[config.mk]
export PLATFORM = sky130hd
export DESIGN_NAME = cv_tmdsenc_mc
export DESIGN_NICKNAME = d
export VERILOG_FILES = /design/src/rtl/cv_tmdsenc_mc.sv
export SDC_FILE = /design/constraint.sdc
export NUM_CORES = 1
export LEC_CHECK = 0
export CAP_MARGIN = 20
export CORE_MARGIN = 10
export CORE_UTILIZATION = 57
export CTS_CLUSTER_SIZE = 8
export DETAILED_ROUTE_END_ITERATION = 8
export GPL_TIMING_DRIVEN = 0
export PLACE_DENSITY_LB_ADDON = 0.08
export SETUP_SLACK_MARGIN = 0.02
export SLEW_MARGIN = 20
export SYNTH_ARGS = -nofsm -noshare
export SYNTH_HDL_FRONTEND = slang
export SYNTH_SLANG_ARGS = --single-unit
[constraint.sdc]
create_clock -name clk -period 8.3 [get_ports clk]
set_input_delay 1.66 -clock clk [delete_from_list [all_inputs] [get_ports clk]]
set_output_delay 1.66 -clock clk [all_outputs]
set_load 0.02 [all_outputs]
[src/rtl/cv_tmdsenc_mc.sv]
// Multi-lane TMDS (DVI 1.0) encoder.
// Each lane is a two-stage pipeline:
//   - stage 1 registers the transition-minimised word q_m[8:0] and the control pair;
//   - stage 2 applies DC balancing against a signed running disparity counter,
//     or emits a control token.
// The de input is common to all lanes, so its stage-1 copy is shared.
// Lanes keep independent disparity counters and sticky range-error flags.
// tst_ld_i/tst_cnt_i preload a lane counter so the clamp path can be exercised.
// cnt_o exposes every lane counter for observation.
// Handshake: no valid/ready pair here. din_en=1 advances every register by one
// stage; din_en=0 freezes the whole pipeline, outputs included.
module cv_tmdsenc_mc #(
   parameter int NCH = 3,
   parameter int CW  = 6
) (
   input  logic              clk,
   input  logic              reset,
   input  logic              cs,
   input  logic              din_en,
   input  logic              de,
   input  logic [8*NCH-1:0]  din,
   input  logic [2*NCH-1:0]  ctl,
   input  logic [NCH-1:0]    tst_ld_i,
   input  logic [CW-1:0]     tst_cnt_i,
   output logic [10*NCH-1:0] dout,
   output logic              de_out,
   output logic [NCH-1:0]    disp_err,
   output logic [CW*NCH-1:0] cnt_o
);

   // Disparity arithmetic is done two bits wider than the counter.
   // This lets an out-of-range result be seen before it is clamped.
   localparam int XW = CW + 2;
   localparam logic signed [XW-1:0] CNT_MAX = XW'(16);
   localparam logic signed [XW-1:0] CNT_MIN = XW'(-16);
   localparam logic signed [XW-1:0] TWO     = XW'(2);
   localparam logic signed [XW-1:0] ZERO    = '0;

   // Population count of a byte.
   function automatic logic [3:0] ones8(input logic [7:0] v);
      logic [3:0] n;
      n = '0;
      for (int i = 0; i < 8; i++) begin
         n = n + {3'b000, v[i]};
      end
      return n;
   endfunction

   // Transition-minimised word.
   // XNOR chaining is used for heavy bytes and for four-ones bytes with d[0]=0.
   // q_m[8] records which chaining was used (1 = XOR).
   function automatic logic [8:0] qm_f(input logic [7:0] d);
      logic [3:0] n1;
      logic       use_xnor;
      logic [8:0] q;
      n1       = ones8(d);
      use_xnor = (n1 > 4'd4) || ((n1 == 4'd4) && !d[0]);
      q        = '0;
      q[0]     = d[0];
      for (int i = 1; i < 8; i++) begin
         q[i] = use_xnor ? ~(q[i-1] ^ d[i]) : (q[i-1] ^ d[i]);
      end
      q[8] = ~use_xnor;
      return q;
   endfunction

   // Control-period token for {C1,C0}.
   function automatic logic [9:0] ctl_tok(input logic [1:0] c);
      logic [9:0] t;
      case (c)
         2'b00:   t = 10'h354;
         2'b01:   t = 10'h0AB;
         2'b10:   t = 10'h154;
         default: t = 10'h2AB;
      endcase
      return t;
   endfunction

   // Shared stage-1 state.
   // v1_q marks that stage 1 holds a real sample since the last clear.
   // While it is low, stage 2 keeps emitting zeros instead of a bogus token.
   logic v1_q;
   logic de1_q;
   logic de_out_q;

   // Shared pipeline bookkeeping: valid flag, stage-1 de and the aligned de_out.
   always_ff @(posedge clk) begin
      if (reset || !cs) begin
         v1_q     <= 1'b0;
         de1_q    <= 1'b0;
         de_out_q <= 1'b0;
      end else if (din_en) begin
         v1_q     <= 1'b1;
         de1_q    <= de;
         de_out_q <= de1_q;
      end
   end

   assign de_out = de_out_q;

   for (genvar k = 0; k < NCH; k++) begin : g_lane
      logic [8:0]           qm_q;
      logic [1:0]           ctl_q;
      logic [9:0]           dout_q;
      logic [9:0]           dout_d;
      logic [CW-1:0]        cnt_q;
      logic [CW-1:0]        cnt_d;
      logic                 err_q;
      logic                 err_d;
      logic [3:0]           n1;
      logic [3:0]           n0;
      logic                 cnt_zero;
      logic                 cnt_pos;
      logic                 cnt_neg;
      logic signed [XW-1:0] cnt_x;
      logic signed [XW-1:0] diff;
      logic signed [XW-1:0] delta;
      logic signed [XW-1:0] sum;

      // Stage 2 next state.
      // Selects a control token or a DC-balanced data symbol, then clamps the
      // updated disparity and raises the sticky error on overflow.
      always_comb begin
         n1       = ones8(qm_q[7:0]);
         n0       = 4'd8 - n1;
         cnt_zero = (cnt_q == '0);
         cnt_neg  = cnt_q[CW-1];
         cnt_pos  = !cnt_neg && !cnt_zero;
         cnt_x    = {{2{cnt_q[CW-1]}}, cnt_q};
         diff     = $signed({{(XW-4){1'b0}}, n1}) - $signed({{(XW-4){1'b0}}, n0});
         delta    = ZERO;
         sum      = cnt_x;
         dout_d   = '0;
         cnt_d    = cnt_q;
         err_d    = err_q;
         if (!v1_q) begin
            dout_d = '0;
         end else if (!de1_q) begin
            dout_d = ctl_tok(ctl_q);
            cnt_d  = '0;
         end else begin
            if (cnt_zero || (n1 == n0)) begin
               dout_d = {~qm_q[8], qm_q[8], qm_q[8] ? qm_q[7:0] : ~qm_q[7:0]};
               delta  = qm_q[8] ? diff : (ZERO - diff);
            end else if ((cnt_pos && (n1 > n0)) || (cnt_neg && (n0 > n1))) begin
               dout_d = {1'b1, qm_q[8], ~qm_q[7:0]};
               delta  = (qm_q[8] ? TWO : ZERO) - diff;
            end else begin
               dout_d = {1'b0, qm_q[8], qm_q[7:0]};
               delta  = diff - (qm_q[8] ? ZERO : TWO);
            end
            sum = cnt_x + delta;
            if (sum > CNT_MAX) begin
               cnt_d = CNT_MAX[CW-1:0];
               err_d = 1'b1;
            end else if (sum < CNT_MIN) begin
               cnt_d = CNT_MIN[CW-1:0];
               err_d = 1'b1;
            end else begin
               cnt_d = sum[CW-1:0];
            end
         end
      end

      // Lane registers.
      // A clear (reset or cs low) wins over everything.
      // Otherwise the lane advances only on din_en.
      // The counter preload is applied last so that it overrides the normal update.
      always_ff @(posedge clk) begin
         if (reset || !cs) begin
            qm_q   <= '0;
            ctl_q  <= '0;
            dout_q <= '0;
            cnt_q  <= '0;
            err_q  <= 1'b0;
         end else begin
            if (din_en) begin
               qm_q   <= qm_f(din[8*k +: 8]);
               ctl_q  <= ctl[2*k +: 2];
               dout_q <= dout_d;
               cnt_q  <= cnt_d;
               err_q  <= err_d;
            end
            if (tst_ld_i[k]) begin
               cnt_q <= tst_cnt_i;
            end
         end
      end

      assign dout[10*k +: 10] = dout_q;
      assign disp_err[k]      = err_q;
      assign cnt_o[CW*k +: CW] = cnt_q;
   end

endmodule

==> impl_metrics.env <==
export IMPL_vias_per_cell=5.64
export IMPL_cp_max_fo=10
export IMPL_tritoncts="built"
export IMPL_synth_avg_cell_area_um2=8.01
export IMPL_cts_sinks=87
export IMPL_final_area_um2=9130
export IMPL_crit_arrival_ns=7.87
export IMPL_diodes=0
export IMPL_synth_cell_type_count=76
export IMPL_power_mw=2.40
export IMPL_slowest_delay_ns=0.56
export IMPL_synth_edf_count=0
export IMPL_numCtsBuffers=9
export IMPL_synth_cells=958
export IMPL_post_route_util=0.692
export IMPL_hold_depth=2
export IMPL_period_share=0.915
export IMPL_drive_above_1_share=0.0515
export IMPL_rsz0062_at_grt="no"
export IMPL_critPathLaunchType="flip-flop"
export IMPL_switching_share=0.450
export IMPL_grt_pass1_vias=6538
export IMPL_hpwl_um=16300
export IMPL_port_buffers=94
export IMPL_setup_tns_ns=0
export IMPL_path_clk_slew_ns=0.07
export IMPL_status="complete, no violations"
export IMPL_p_int_mw=1.32
export IMPL_die_w_um=136
export IMPL_synthTopCellsByArea="dfxtp_1 23%, ha_1 12%, fa_1 7.0%, xnor2_1 6.9%, nor2_1 5.7%"
export IMPL_yosysMostFrequentCell="nor2_1"
export IMPL_hold_path_class="flip-flop to flip-flop"
export IMPL_boundaryPins=96
export IMPL_maxSlewHeadroom=0.399
export IMPL_ys_top_cells_by_count="117 x nor2_1, 104 x inv_1, 87 x dfxtp_1, 74 x a21oi_1, 72 x ha_1"
export IMPL_fin_hold_ws_ns=0.461
export IMPL_wire_per_inst_um=16.9
export IMPL_instances_no_fill=1243
export IMPL_synthesis_area_um2=7670
export IMPL_power_density_nw_per_um2=263
export IMPL_post_route_min_period_ns=7.60
export IMPL_grt_max_degree=16
export IMPL_wirelength_um=21000
export IMPL_drv_cap=0
export IMPL_synth_seq_area_share=0.227
export IMPL_core_um2=13200
export IMPL_comb_power_share=0.637
export IMPL_reg2reg_depth=27
export IMPL_root_buffer="clkbuf_16"
export IMPL_fmax_mhz=132
export IMPL_finalHoldViolations=0
export IMPL_finalMaxSlewViolations=0
export IMPL_synth_top_area_share=0.227
export IMPL_drc=0
export IMPL_groute_usage_overall=0.222
export IMPL_ant_nets=0
export IMPL_fp_dieH_um=136
export IMPL_critPathKind="flip-flop to flip-flop"
export IMPL_synth_nets=1101
export IMPL_ctsHtreeMaxLevel=3
export IMPL_yosys_warnings=0
export IMPL_gp_congestion=0.900
export IMPL_setup_worst_path_end_class="flip-flop"
export IMPL_synthFlopType="dfxtp_1"
export IMPL_setup_viol=0
export IMPL_drtPass1Iterations=5
export IMPL_dp_cells=1228
export IMPL_post_cts_resized=0
export IMPL_nNetsFinal=1206
export IMPL_ir_drop_mv=0.109
export IMPL_initial_utilization=0.581
export IMPL_p_clk_frac=0.176
export IMPL_clkLatencyLatePin_ns=0.36
export IMPL_synth_top_cell_by_area="dfxtp_1"
export IMPL_clk_path_buf_depth=2
export IMPL_die_area_um2=18500
export IMPL_place_ws_ns=0.841
export IMPL_fin_ws_ns=0.705
export IMPL_worstMarginPinSlew_ns=0.902
export IMPL_antenna_found_initial=0
export IMPL_finalClockSkew_ns=0.00835
export IMPL_grt_pass1_wl_um=33300
export IMPL_vias=7012
export IMPL_drtIter0Drc=625
export IMPL_cp_common_cell="fa_1"
export IMPL_crit_path_top_delay_cell="fa_1"
export IMPL_postCtsHoldBufs=0
export IMPL_crit_required_ns=8.58
export IMPL_synth_async_reset_ratio=0
export IMPL_p_leak_nw=3.76
export IMPL_cts_setup_buffers=0
export IMPL_place_area_um2=8830
export IMPL_seqPwrFrac=0.187
export IMPL_synth_seq_cells=87
export IMPL_grt_overflow_total=0
export IMPL_rows=42
export IMPL_fillers=1137
export IMPL_syn_to_final_growth_pct=19.0
export IMPL_p_sw_mw=1.08
## cell usage in the layout, fill, tap and decap left out, drive strengths merged, types with 5 or more instances in the layout
cell / count
dfxtp: 87
mux2i: 35
ha: 72
xnor2: 61
o21a: 5
nor2: 117
buf: 16
inv: 107
nand4: 8
a211oi: 17
a21o: 18
o21ai: 43
clkdlybuf4s50: 94
nand2: 58
o22ai: 11
nor3: 17
nor2b: 15
a22oi: 8
nand3: 10
a21oi: 83
a31oi: 7
o31ai: 6
fa: 27
or3: 7
clkbuf: 36
and2: 5
xor2: 13
a221oi: 5
nand2b: 9
nand3b: 5
## layout make-up
cell class                 instances  area, µm²  area share
multi-input combinational        722       5340       0.585
sequential                        87       1740       0.191
timing repair buffer              94        941       0.103
inverter                         106        400      0.0439
clock buffer                       9        225      0.0247
tap                              176        220      0.0241
buffer                            43        193      0.0211
clock inverter                     6       68.8     0.00754
## routing by layer
metal	share of wire	vias to the layer above	track usage
li1	-	3489	-
met4	0.015	0	0.0692
met3	0.060	25	0.0380
met1	0.46	3276	0.291
met5	0	-	0
met2	0.47	222	0.365
## critical path, delay by kind of cell, from the launching register on
kind                     cells  cell delay [ns]
adder cells (fa/ha/maj)      7             2.82
multiplexers                 2             0.52
XOR/XNOR                     1             0.33
buffers and inverters        5             0.53
AO/OA/AOI/OAI                7             1.82
AND/OR/NAND/NOR              5             1.14
flip-flops                   1             0.35
## sequential cells by signal, indices dropped and copies added, names as in the netlist
| register | flops |
|---|---|
| g_lane.qm_q | 27 |
| de1_q | 1 |
| g_lane.ctl_q | 6 |
| g_lane.cnt_q | 18 |
| de_out | 1 |
| v1_q | 1 |
| g_lane.err_q | 3 |
| g_lane.dout_q | 30 |
## worst paths after layout
check	slack, ns	start	endpoint
worst min-delay path	0.46	g_lane[1].dout_q[4]	g_lane[1].dout_q[4]
worst max register to register	0.70	g_lane[2].qm_q[0]	g_lane[2].cnt_q[0]
worst min register to register	0.46	g_lane[1].dout_q[4]	g_lane[1].dout_q[4]
worst max-delay path	0.70	g_lane[2].qm_q[0]	g_lane[2].cnt_q[0]
## kinds of logic (layout without fill, tap and decap cells)
| logic type | after synthesis | in the layout | share of synthesized area |
|---|---|---|---|
| buffers and inverters | 149 | 258 | 0.0773 |
| adders and majority gates | 99 | 99 | 0.188 |
| DFF | 87 | 87 | 0.227 |
| xor gates and xnor gates | 74 | 74 | 0.0869 |
| AOI/OAI and AO/OA | 240 | 240 | 0.206 |
| and+or+nand+nor | 273 | 273 | 0.168 |
| muxes | 36 | 36 | 0.0476 |
## power groups by stage
stage / registers (mW) / clock network (mW) / logic [mW]
6_report: 0.448 / 0.421 / 1.53
3_3_place_gp: 0.457 / 0 / 1.48
4_1_cts: 0.448 / 0.421 / 1.51
2_1_floorplan: 0.459 / 0 / 1.20
3_5_place_dp: 0.457 / 0 / 1.50
5_1_grt: 0.450 / 0.435 / 1.71
Note: power is estimated with default switching activity, not from simulation.
